**src/rtl/mul_share_arb.sv**
```systemverilog
// Round-robin sharing of one shift_add multiplier among NREQ requesters.
// Ports: i_req_* requests / o_req_ready grant, o_rsp_* response, o_mul_*/i_mul_* multiplier side.
module mul_share_arb #(
  parameter int N       = 8,
  parameter int NREQ    = 4,
  parameter int TIMEOUT = 32
) (
  input  logic              i_clk,
  input  logic              i_rst,
  input  logic [NREQ-1:0]   i_req_valid,
  input  logic [NREQ*N-1:0] i_req_A,
  input  logic [NREQ*N-1:0] i_req_B,
  output logic [NREQ-1:0]   o_req_ready,
  output logic              o_rsp_valid,
  output logic [1:0]        o_rsp_id,
  output logic [2*N-1:0]    o_rsp_product,
  output logic              o_rsp_err,
  output logic [N-1:0]      o_mul_A,
  output logic [N-1:0]      o_mul_B,
  output logic              o_mul_start,
  output logic              o_mul_rstn,
  input  logic [2*N-1:0]    i_mul_product,
  input  logic              i_mul_stop
);

  localparam int WDW = $clog2(TIMEOUT);

  typedef enum logic [1:0] {
    IDLE,
    BUSY,
    DONE,
    CLR
  } state_t;

  state_t           state_q;
  state_t           state_d;
  logic [1:0]       last_q;
  logic [1:0]       id_q;
  logic [1:0]       win_id;
  logic [2:0]       cand;
  logic             found;
  logic             accept;
  logic             timeout;
  logic [WDW-1:0]   wd_q;
  logic [NREQ-1:0]  grant;

  // Search starts one past the last winner and wraps.
  always_comb begin
    grant  = '0;
    win_id = last_q;
    found  = 1'b0;
    cand   = '0;
    for (int i = 1; i <= NREQ; i++) begin
      cand = {1'b0, last_q} + 3'(i);
      if (cand >= 3'(NREQ))
        cand = cand - 3'(NREQ);
      if (!found && i_req_valid[cand[1:0]]) begin
        found  = 1'b1;
        win_id = cand[1:0];
      end
    end
    if (found && state_q == IDLE && !i_rst)
      grant[win_id] = 1'b1;
  end

  assign o_req_ready = grant;
  assign accept      = |grant;
  assign timeout     = (wd_q == WDW'(TIMEOUT - 1));

  always_comb begin
    state_d = state_q;
    unique case (state_q)
      IDLE: if (accept) state_d = BUSY;
      BUSY: if (i_mul_stop || timeout) state_d = DONE;
      DONE: state_d = CLR;
      CLR:  state_d = IDLE;
    endcase
  end

  always_ff @(posedge i_clk) begin
    if (i_rst)
      state_q <= IDLE;
    else
      state_q <= state_d;
  end

  always_ff @(posedge i_clk) begin
    if (i_rst) begin
      last_q        <= 2'(NREQ - 1);
      id_q          <= '0;
      wd_q          <= '0;
      o_rsp_valid   <= 1'b0;
      o_rsp_id      <= '0;
      o_rsp_product <= '0;
      o_rsp_err     <= 1'b0;
      o_mul_A       <= '0;
      o_mul_B       <= '0;
      o_mul_start   <= 1'b0;
      o_mul_rstn    <= 1'b0;
    end else begin
      o_rsp_valid <= 1'b0;
      o_mul_rstn  <= 1'b1;
      unique case (state_q)
        IDLE: begin
          if (accept) begin
            o_mul_A     <= i_req_A[win_id*N +: N];
            o_mul_B     <= i_req_B[win_id*N +: N];
            id_q        <= win_id;
            last_q      <= win_id;
            o_mul_start <= 1'b1;
            wd_q        <= '0;
          end
        end
        BUSY: begin
          // Stop has priority over a coincident watchdog expiry.
          if (i_mul_stop) begin
            o_rsp_valid   <= 1'b1;
            o_rsp_id      <= id_q;
            o_rsp_product <= i_mul_product;
            o_rsp_err     <= 1'b0;
            o_mul_start   <= 1'b0;
          end else if (timeout) begin
            o_rsp_valid   <= 1'b1;
            o_rsp_id      <= id_q;
            o_rsp_product <= '0;
            o_rsp_err     <= 1'b1;
            o_mul_start   <= 1'b0;
          end else begin
            wd_q <= wd_q + 1'b1;
          end
        end
        DONE: o_mul_rstn <= 1'b0;
        CLR:  ;
      endcase
    end
  end

endmodule

```
**config.mk**
```make
export PLATFORM = sky130hd
export DESIGN_NAME = mul_share_arb
export DESIGN_NICKNAME = d
export VERILOG_FILES = /design/src/rtl/mul_share_arb.sv
export SDC_FILE = /design/constraint.sdc
export NUM_CORES = 1
export LEC_CHECK = 0
export CORE_ASPECT_RATIO = 0.8
export CORE_MARGIN = 2
export CORE_UTILIZATION = 39
export DETAILED_ROUTE_END_ITERATION = 16
export PLACE_DENSITY = 0.8
export SKIP_CTS_REPAIR_TIMING = 1
export SLEW_MARGIN = 15
export SYNTH_ARGS = -nofsm -noshare
export SYNTH_HDL_FRONTEND = slang
export SYNTH_SLANG_ARGS = --single-unit
export TNS_END_PERCENT = 50
```
**constraint.sdc**
```tcl
create_clock -name i_clk -period 2.5 [get_ports i_clk]
set_input_delay 0.25 -clock i_clk [delete_from_list [all_inputs] [get_ports i_clk]]
set_output_delay 0.25 -clock i_clk [all_outputs]
set_load 0.05 [all_outputs]
```
==> results of run 1 <==
cells in the mapped netlist:
library cell / n / area share
sky130_fd_sc_hd__buf_2: 3 / 0.0063
sky130_fd_sc_hd__buf_12: 2 / 0.017
sky130_fd_sc_hd__o21ai_0: 1 / 0.0021
sky130_fd_sc_hd__o21ai_2: 1 / 0.0037
sky130_fd_sc_hd__nor2_1: 34 / 0.053
sky130_fd_sc_hd__a31oi_1: 1 / 0.0026
sky130_fd_sc_hd__a221oi_2: 1 / 0.0063
sky130_fd_sc_hd__o21a_1: 2 / 0.0063
sky130_fd_sc_hd__o21bai_1: 1 / 0.0031
sky130_fd_sc_hd__o211ai_1: 2 / 0.0063
sky130_fd_sc_hd__o21ai_1: 2 / 0.0042
sky130_fd_sc_hd__o221ai_2: 8 / 0.050
sky130_fd_sc_hd__a22oi_1: 16 / 0.050
sky130_fd_sc_hd__nand2_1: 21 / 0.033
sky130_fd_sc_hd__nor3_1: 2 / 0.0042
sky130_fd_sc_hd__nand3_1: 1 / 0.0021
sky130_fd_sc_hd__and2_1: 1 / 0.0026
sky130_fd_sc_hd__o2111ai_1: 2 / 0.0073
sky130_fd_sc_hd__ha_1: 6 / 0.031
sky130_fd_sc_hd__or3_1: 1 / 0.0026
sky130_fd_sc_hd__and3_1: 1 / 0.0026
sky130_fd_sc_hd__xor2_1: 1 / 0.0037
sky130_fd_sc_hd__nor2_2: 1 / 0.0026
sky130_fd_sc_hd__mux2i_1: 36 / 0.15
sky130_fd_sc_hd__o221ai_1: 8 / 0.029
sky130_fd_sc_hd__buf_6: 3 / 0.014
sky130_fd_sc_hd__a21oi_1: 8 / 0.017
sky130_fd_sc_hd__o41ai_4: 1 / 0.012
sky130_fd_sc_hd__clkbuf_1: 9 / 0.014
sky130_fd_sc_hd__a211oi_1: 3 / 0.0094
sky130_fd_sc_hd__buf_4: 1 / 0.0031
sky130_fd_sc_hd__a22o_1: 1 / 0.0037
sky130_fd_sc_hd__nand2b_1: 3 / 0.0079
sky130_fd_sc_hd__inv_1: 6 / 0.0094
sky130_fd_sc_hd__clkbuf_2: 1 / 0.0021
sky130_fd_sc_hd__or2_1: 2 / 0.0052
sky130_fd_sc_hd__dfxtp_1: 49 / 0.41
sky130_fd_sc_hd__nor2b_1: 3 / 0.0079
final timing paths:
path               endpoint        from
min               o_rsp_err   o_rsp_err
max reg2reg      o_mul_A[3]   last_q[0]
min reg2reg       o_rsp_err   o_rsp_err
max          o_req_ready[0]  state_q[0]
logic make-up after synthesis:
kind of cell / share of synthesized area
AND/OR/NAND/NOR: 0.124
AO/OA/AOI/OAI: 0.213
flip-flops: 0.411
multiplexers: 0.151
buffers and inverters: 0.0660
adder cells (fa/ha/maj): 0.0314
XOR/XNOR: 0.00367
per-stage QoR:
| step | setup slack (ns) | hold WS (ns) | std cells | utilization |
|---|---|---|---|---|
| finish | 0.176 | 0.460 | 461 | 0.663 |
| floorplan | 0.0769 | 0.398 | 245 | - |
| CTS | 0.113 | 0.460 | 461 | 0.663 |
| global route | 0.0390 | 0.483 | 461 | 0.663 |
| detailed placement | 0.109 | 0.445 | 453 | 0.647 |
| global placement | 0.154 | 0.443 | 453 | 0.647 |
final cells by class:
type / instances / area [µm²]
clock buffers: 6 / 82.6
clock inverters: 2 / 13.8
fillers: 470 / 1990
inverters: 6 / 22.5
multi-input cells: 171 / 1260
flip-flops and latches: 49 / 981
well taps: 81 / 101
repair buffers: 146 / 1460
worst max-delay path, cell delays in order (launching register included):
cell and delay [ns]:
sky130_fd_sc_hd__dfxtp_1 0.33, sky130_fd_sc_hd__inv_1 0.12, sky130_fd_sc_hd__ha_2 0.25, sky130_fd_sc_hd__o41ai_4 0.11, sky130_fd_sc_hd__or2_1 0.27, sky130_fd_sc_hd__or2_1 0.31
sky130_fd_sc_hd__nor2_1 0.21, sky130_fd_sc_hd__buf_12 0.17
state kept, by name, summed over array words and instances (netlist names):
register	cells
o_rsp_valid	1
id_q	2
state_q	2
o_rsp_product	16
o_rsp_err	1
o_mul_start	1
wd_q	5
o_mul_rstn	1
last_q	2
o_mul_A	8
o_rsp_id	2
o_mul_B	8
power by group:
| group | internal [µW] | switching (µW) | total (µW) |
|---|---|---|---|
| Sequential | 1010 | 140 | 1150 |
| Clock | 225 | 271 | 495 |
| Combinational | 1050 | 1490 | 2530 |
| Total | 2290 | 1900 | 4180 |
routing by layer:
metal	wire length, µm	global-route usage	vias to the layer above
met5	0	0	-
met4	75	0.0657	0
met3	468	0.0456	5
met2	3110	0.330	84
met1	2820	0.262	1060
li1	-	-	1158
==> results by group, run 1 <==
STA
  – F_max: about 0.43 GHz
  – Worst clock skew on the final layout: approximately 0.010 ns
  – RSZ-0062 raised after global routing: false
  – Number of slew-limit violations in the final report: 0
  – Fin crit period: between 2 and 2.5 ns
  – Worst-margin pin slew: a little over 0.6 ns
  – Hold Vio Cnt, Final: 0
  – Period Utilization, post-route: 0.930
  – Slew margin rel.: 0.596
  – Sum Neg Setup Slack: 0 ns
  – Number of failing setup endpoints in the final timing report: 0

Synthesis
  – Number of warning messages in the yosys log: 0
  – Sequential-to-total area share from yosys stat: 0.411
  – Net count of the mapped netlist: 338
  – Avg Inst Size Synth: 9.75 µm²
  – Synth unique cells: 38
  – Post-Synthesis Cell Area: between 2000 and 2500 µm²
  – Flip-flop and latch count after synthesis: between 40 and 50
  – Cells after synthesis: approximately 250

Worst setup path
  – Crit path arrival time: a little over 2 ns
  – Req. time, crit path: between 2 and 2.5 ns
  – R2r worst-path depth: 6
  – Setup CP Type: flop to output port
  – Slack of the worst reg-to-reg path: roughly 0.50 ns
  – Largest fanout of any net on the critical path: 4
  – Type of destination of the critical path: output port
  – Startpoint types: flop

Clock network
  – Max Root-Sink Buffers: 2
  – Clock buffer count from CTS: 5
  – Clock net sink count: 49
  – Insertion delay of the later-clocked pin in the worst-skew pair: 0.31 ns
  – Root Buffer Master: sky130_fd_sc_hd__clkbuf_8
  – Reg clk slew, reported paths: around 0.090 ns
  – Clock tree from TritonCTS: yes
  – Clock H-tree levels: 2

Finish
  – Leading cell type in the layout, fill and taps excluded: sky130_fd_sc_hd__clkdlybuf4s50_1
  – Area growth from synthesis to layout: 64.2%
  – Layout cell share with drive strength beyond 1: 0.113
  – Number of nets in the layout: roughly 470
  – Inserted Diodes: 0
  – Leading cell types in the layout, fill and taps excluded: 124 x sky130_fd_sc_hd__clkdlybuf4s50_1, 49 x sky130_fd_sc_hd__dfxtp_1, 36 x sky130_fd_sc_hd__mux2i_1
  – Summed area of non-filler cells in the final layout: a little under 4000 µm²

Drt
  – Routed vias: roughly 2,300
  – Detailed Routing Iterations Pass 1: 5
  – 1st-iter DRT viols: between 80 and 90
  – Vias per Instance: around 5
  – DRT antenna net count: 0
  – DR DRC count: 0
  – Wirelength, routed: around 6500 µm
  – Final routed wire length divided by cell count: 14.0 µm

Global routing
  – Pin count of the biggest net entering global routing: 22
  – Global-route wire length before repair: about 11,000 µm
  – Initial antenna violation count: 0
  – Gr ovfl total: 0
  – Vias in the first global route: about 2,300
  – Global Route Usage Sum: 0.199

Pwr
  – Total Power Consumption: about 4200 µW
  – Total power density per cell area: ~1100 nW/µm²
  – Worst supply voltage drop on vdd: roughly 0.7 mV
  – Static leakage: between 0.0015 and 0.002 µW

Floorplan
  – Area of the core: 5910 µm²
  – Starting utilization of the core area: 0.404
  – Area of the die: 6770 µm²
  – Horizontal die dimension: 91.5 µm
  – Chip height: ~74 µm
  – Number of placement rows: 25
  – Top Ports: approximately 130

Placement
  – Global placement routability congestion: a little over 0.8
  – Total half-perimeter wirelength after legalization and detailed placement: ~5200 µm
  – Count of input and output buffers: approximately 130
  – Post-placement cell area: around 3800 µm²

Run
  – Count of maximum capacitance violations: 0

Worst hold path
  – Hold Path Cell Cnt: 2
  – Hold crit path type: flop to flop

Outcome
  – Outcome: finished, final reports clean
Note: power is estimated with default switching activity, not from simulation.
==> inputs of run 2 (changes only) <==
Settings changed: CORE_UTILIZATION 39 to 55, DONT_BUFFER_PORTS set to 1, HOLD_SLACK_MARGIN set to 0.12, PLACE_DENSITY 0.8 to 0.7.
==> run 2 against run 1 <==
Final area down 31%. Critical path depth unchanged. Global-route usage down 0.88 points. Worst hold slack worse by 0.35 ns. Setup slack better by 0.021 ns. Cell count down 31%. Power down 13%. Non-clock buffer count down 120.
==> results by group, run 2 (synthesis gave the netlist of run 1 again) <==
Outcome
  – Outcome: finished, final reports clean

STA
  – Number of failing setup endpoints in the final timing report: 0
  – Hold Vio Cnt, Final: 0
  – Number of slew-limit violations in the final report: 0
  – PnR worst setup slack: 0.197 ns
  – Period Utilization, post-route: 0.921
  – Fin crit period: approximately 2.3 ns
  – Worst clock skew on the final layout: roughly 0.015 ns
  – Final-layout worst hold slack: approximately 0.11 ns
  – F_max: 0.434 GHz
  – Worst-margin pin slew: between 1 and 1.5 ns
  – RSZ-0062 raised after global routing: false
  – Slew margin rel.: 0.285
  – Sum Neg Setup Slack: 0 ns

Clock network
  – Root Buffer Master: sky130_fd_sc_hd__clkbuf_8
  – Max Root-Sink Buffers: 2
  – Insertion delay of the later-clocked pin in the worst-skew pair: roughly 0.31 ns
  – Clock tree from TritonCTS: yes
  – Clock buffer count from CTS: 5
  – Reg clk slew, reported paths: about 0.090 ns
  – Clock H-tree levels: 2
  – Clock net sink count: slightly below 50

Pwr
  – Worst supply voltage drop on vdd: roughly 0.64 mV
  – Static leakage: 0.00113 µW
  – Total power density per cell area: 1350 nW/µm²
  – Total Power Consumption: between 3000 and 4000 µW

Finish
  – Number of nets in the layout: approximately 350
  – Leading cell types in the layout, fill and taps excluded: 49 x sky130_fd_sc_hd__dfxtp_1, 36 x sky130_fd_sc_hd__mux2i_1, 34 x sky130_fd_sc_hd__nor2_1
  – Leading cell type in the layout, fill and taps excluded: sky130_fd_sc_hd__dfxtp_1
  – Largest registers in the final layout: o_rsp_product (16), o_mul_A (8), o_mul_B (8)
  – Flip-flop count of the largest register after layout: 16
  – Inserted Diodes: 0
  – Area growth from synthesis to layout: 13.8%
  – Layout cell share with drive strength beyond 1: 0.127
  – Register ranked first by flip-flop count: o_rsp_product

Floorplan
  – Number of placement rows: 21
  – Area of the die: roughly 4900 µm²
  – Area of the core: 4180 µm²
  – Starting utilization of the core area: 0.572
  – Chip height: between 60 and 70 µm
  – Horizontal die dimension: just under 80 µm
  – Top Ports: 129

Worst hold path
  – Hold crit path type: primary input to flop
  – Worst Min Path Start: i_mul_product[2]
  – Hold Path Cell Cnt: 2
  – Hold path endpoint: o_rsp_product[2]

Worst setup path
  – Setup CP Type: flop to output port
  – Critical path, cell by cell: inv_1, ha_1, o41ai_4, or2_1, or2_4, nor2_1, buf_4
  – Req. time, crit path: ~2.3 ns
  – R2r worst-path depth: 6
  – Startpoint of the worst register-to-register path: state_q[0]
  – Cell with the biggest individual delay on the critical path: sky130_fd_sc_hd__dfxtp_1
  – R2R Path End: o_mul_A[2]
  – Number of buffer and inverter instances along the worst setup path: 2
  – Slack of the worst reg-to-reg path: roughly 0.48 ns
  – Startpoint types: flop
  – CP top delay family: simple AND/OR/NAND/NOR gates
  – Largest fanout of any net on the critical path: 11
  – Max incr delay on CP: 0.33 ns
  – Crit path arrival time: between 2 and 2.5 ns
  – Type of destination of the critical path: output port

Drt
  – Vias per Instance: a little under 6
  – Final routed wire length divided by cell count: around 16 µm
  – Routed vias: about 1,800
  – DR DRC count: 0
  – Wirelength, routed: between 5000 and 6000 µm
  – Detailed Routing Iterations Pass 1: 4
  – 1st-iter DRT viols: just under 100
  – DRT antenna net count: 0

Placement
  – Total half-perimeter wirelength after legalization and detailed placement: about 3500 µm
  – Global placement routability congestion: 0.730
  – Count of input and output buffers: 0
  – Worst-case setup slack after placement: about 0.4 ns

Global routing
  – Global-route wire length before repair: 7560 µm
  – Vias in the first global route: about 1,600
  – Pin count of the biggest net entering global routing: 36
  – Gr ovfl total: 0
  – Initial antenna violation count: 0
  – Global Route Usage Sum: 0.191

Run
  – Count of maximum capacitance violations: 0
[run 2: worst register-to-register path: stages (launching register included)]
cell	delay, ns
sky130_fd_sc_hd__dfxtp_1	0.35
sky130_fd_sc_hd__inv_1	0.08
sky130_fd_sc_hd__ha_1	0.27
sky130_fd_sc_hd__o41ai_4	0.10
sky130_fd_sc_hd__nor2b_1	0.90
sky130_fd_sc_hd__nand2_1	0.17
sky130_fd_sc_hd__o221ai_2	0.09
[run 2: worst max path at each step]
| stage | endpoint | from | depth (start not counted) | slack [ns] |
|---|---|---|---|---|
| CTS | o_req_ready[1] | state_q[1] | 7 | 0.05 |
| floorplan | o_req_ready[0] | state_q[0] | 8 | 0.08 |
| detailed placement | o_req_ready[0] | state_q[0] | 7 | 0.40 |
| global placement | o_req_ready[1] | state_q[0] | 7 | 0.43 |
| finish | o_req_ready[1] | state_q[0] | 7 | 0.20 |
| global route | o_req_ready[1] | state_q[0] | 7 | 0.04 |
[run 2: metrics by stage]
stage / instances / cell area (µm²) / utilization
global placement: 293 / 2430 / 0.581
finish: 317 / 2720 / 0.651
detailed placement: 293 / 2430 / 0.581
floorplan: 245 / 2390 / -
CTS: 301 / 2550 / 0.609
global route: 317 / 2720 / 0.651
[run 2: area by class of cell]
type	count	area (µm²)
Fill cell	347	1460
Multi-Input combinational cell	171	1270
Sequential cell	49	981
Timing Repair Buffer	26	258
Tap cell	57	71.3
Clock buffer	5	68.8
Clock inverter	3	50.0
Inverter	6	22.5
[run 2: power breakdown]
| part | internal, µW | leakage (µW) | switching (µW) | total (µW) |
|---|---|---|---|---|
| logic | 560 | 0.000666 | 691 | 1250 |
| clock network | 306 | 0.0000603 | 273 | 579 |
| registers | 1010 | 0.000402 | 815 | 1830 |
[run 2: layer usage]
metal / track usage / vias to the layer above / routed length (µm)
met2: 0.292 / 77 / 2290
met1: 0.243 / 846 / 2230
li1: - / 914 / -
met5: 0 / - / 0
met3: 0.0650 / 7 / 418
met4: 0.0826 / 0 / 79
==> inputs of run 3 (changes only) <==
Settings changed: CORE_ASPECT_RATIO 0.8 to unset, CTS_BUF_LIST set to sky130_fd_sc_hd__clkbuf_8.
==> run 3 against run 2 <==
Setup slack gained 0.019 ns. Worst hold slack gained 0.00097 ns. Via count grew 1.7%. Largest power group unchanged. Non-clock buffer count shrank 1. Final area shrank 1.6%. Die area is essentially flat. Critical path type unchanged. Sequential power is essentially flat. Cell count shrank 2.5%. Largest cell class unchanged. Highest routed layer unchanged.
==> results by group, run 3 (synthesis gave the netlist of run 1 again) <==
Drt
  – Detailed Routing Iterations Pass 1: 4
  – Vias per Instance: 6.07
  – Routed vias: 1,875
  – DR DRC count: 0
  – 1st-iter DRT viols: 63
  – Final routed wire length divided by cell count: 17.0 µm
  – Wirelength, routed: between 5000 and 6000 µm
  – DRT antenna net count: 0

Worst hold path
  – Hold Path Cell Cnt: 2
  – Hold crit path type: primary input to flop
  – Worst Min Path Start: i_mul_product[5]
  – Hold path endpoint: o_rsp_product[5]

Finish
  – Largest registers in the final layout: o_rsp_product (16), o_mul_A (8), o_mul_B (8)
  – Summed area of non-filler cells in the final layout: ~2700 µm²
  – Area growth from synthesis to layout: 12.0%
  – Layout cell share with drive strength beyond 1: 0.120
  – Flip-flop count of the largest register after layout: 16
  – Register ranked first by flip-flop count: o_rsp_product
  – Fill cell total of the finished layout: around 330
  – Number of nets in the layout: roughly 350
  – Inserted Diodes: 0
  – Utilization after layout: 0.655
  – Leading cell type in the layout, fill and taps excluded: sky130_fd_sc_hd__dfxtp_1
  – Leading cell types in the layout, fill and taps excluded: 49 x sky130_fd_sc_hd__dfxtp_1, 36 x sky130_fd_sc_hd__mux2i_1, 34 x sky130_fd_sc_hd__nor2_1

Clock network
  – Reg clk slew, reported paths: around 0.1 ns
  – Root Buffer Master: sky130_fd_sc_hd__clkbuf_8
  – Insertion delay of the later-clocked pin in the worst-skew pair: 0.30 ns
  – Clock H-tree levels: 2
  – Clock buffer count from CTS: 5
  – Clock net sink count: 49
  – Clock tree from TritonCTS: yes
  – Max Root-Sink Buffers: 2

Placement
  – Count of input and output buffers: 0
  – Worst-case setup slack after placement: ~0.42 ns
  – Post-placement cell area: between 2000 and 2500 µm²
  – Global placement routability congestion: 0.836
  – Total half-perimeter wirelength after legalization and detailed placement: between 3000 and 4000 µm

STA
  – Number of slew-limit violations in the final report: 0
  – Sum Neg Setup Slack: 0 ns
  – Worst-margin pin slew: roughly 1.1 ns
  – Hold Vio Cnt, Final: 0
  – Slew margin rel.: 0.289
  – F_max: around 0.44 GHz
  – Period Utilization, post-route: 0.914
  – RSZ-0062 raised after global routing: false
  – Fin crit period: 2.28 ns
  – Number of failing setup endpoints in the final timing report: 0
  – Worst clock skew on the final layout: between 0.007 and 0.008 ns
  – PnR worst setup slack: 0.215 ns

Floorplan
  – Area of the core: roughly 4100 µm²
  – Chip height: around 70 µm
  – Horizontal die dimension: ~70 µm
  – Area of the die: between 4000 and 5000 µm²
  – Number of placement rows: 23
  – Starting utilization of the core area: 0.585
  – Top Ports: between 100 and 150

Worst setup path
  – Number of buffer and inverter instances along the worst setup path: 2
  – CP top delay family: simple AND/OR/NAND/NOR gates
  – Max incr delay on CP: ~0.33 ns
  – R2r worst-path depth: 6
  – Slack of the worst reg-to-reg path: between 0.2 and 0.3 ns
  – Largest fanout of any net on the critical path: 6
  – Startpoint types: flop
  – Req. time, crit path: ~2.3 ns
  – Cell repeated most along the worst path: sky130_fd_sc_hd__or2_1
  – Cell with the biggest individual delay on the critical path: sky130_fd_sc_hd__dfxtp_1
  – Critical path origin: state_q[0]
  – Startpoint of the worst register-to-register path: state_q[1]
  – R2R Path End: o_rsp_product[6]
  – Type of destination of the critical path: output port
  – Critical path, cell by cell: inv_1, ha_1, o41ai_4, or2_1, or2_1, nor2_1, buf_4
  – Setup CP Type: flop to output port
  – Crit path arrival time: roughly 2 ns

Pwr
  – Net switching power: 1780 µW
  – Relative contribution of the clock network to total power: 0.134
  – Total power density per cell area: between 1000 and 1500 nW/µm²
  – Internal power of the cells: between 1500 and 2000 µW
  – Fraction of power spent switching nets: 0.502
  – Static leakage: between 0.001 and 0.0015 µW
  – Proportion of power drawn by combinational gates: 0.349
  – Worst supply voltage drop on vdd: approximately 0.77 mV
  – Sequential Power Share: 0.517

Outcome
  – Outcome: finished, final reports clean

Run
  – Count of maximum capacitance violations: 0

Global routing
  – Global Route Usage Sum: 0.197
  – Gr ovfl total: 0
  – Global-route wire length before repair: approximately 8000 µm
  – Vias in the first global route: between 1,500 and 2,000
  – Initial antenna violation count: 0
  – Pin count of the biggest net entering global routing: 36
-- run 3: changes by cell type in the layout (fill, tap and decap cells not counted) --
| cell | previous run | this run |
|---|---|---|
| sky130_fd_sc_hd__bufinv_16 | 1 | 0 |
| sky130_fd_sc_hd__clkinv_4 | 1 | 0 |
| sky130_fd_sc_hd__or2_4 | 1 | 0 |
| sky130_fd_sc_hd__inv_6 | 0 | 2 |
| sky130_fd_sc_hd__or2_1 | 1 | 2 |
| sky130_fd_sc_hd__clkinvlp_4 | 0 | 1 |
| sky130_fd_sc_hd__buf_4 | 9 | 8 |
| sky130_fd_sc_hd__inv_8 | 1 | 0 |
-- run 3: stage by stage --
step	cells	power, µW	hold slack [ns]
2_1_floorplan	245	2880	0.398
3_3_place_gp	285	3020	0.323
3_5_place_dp	285	3050	0.326
4_1_cts	293	3530	-0.00435
5_1_grt	309	3740	0.120
6_report	309	3540	0.109
-- run 3: routing by layer --
layer / share of wire / global-route usage
met5: 0 / 0
met4: 0.014 / 0.0641
met2: 0.50 / 0.350
met3: 0.083 / 0.0534
met1: 0.40 / 0.230
-- run 3: power groups by stage --
stage	combinational [µW]	sequential [µW]	clock, µW
global placement	1180	1840	0
finish	1230	1830	476
floorplan	1100	1790	0
global route	1360	1860	528
detailed placement	1210	1850	0
CTS	1210	1830	492
-- run 3: cell type report --
class,instances,area [µm²],share of cell area
multi-input combinational,171,1260,0.473
sequential,49,981,0.367
timing repair buffer,25,250,0.0935
clock buffer,5,68.8,0.0257
tap,50,62.6,0.0234
clock inverter,3,25.0,0.00935
inverter,6,22.5,0.00842
-- run 3: worst reg2reg max path: stages, from the launching register on --
cell                            delay (ns)
sky130_fd_sc_hd__dfxtp_1              0.34
sky130_fd_sc_hd__inv_1                0.10
sky130_fd_sc_hd__ha_1                 0.36
sky130_fd_sc_hd__and2_1               0.59
sky130_fd_sc_hd__a22oi_1              0.14
sky130_fd_sc_hd__nor2_1               0.13
sky130_fd_sc_hd__dlygate4sd3_1        0.56
-- run 3: how the worst max path moves through the flow --
stage,to,slack [ns],depth (start not counted)
2_1_floorplan,o_req_ready[0],0.08,8
3_3_place_gp,o_mul_A[6],0.53,6
3_5_place_dp,o_mul_A[4],0.42,6
4_1_cts,o_req_ready[1],0.21,7
5_1_grt,o_req_ready[0],0.06,7
6_report,o_req_ready[1],0.22,7
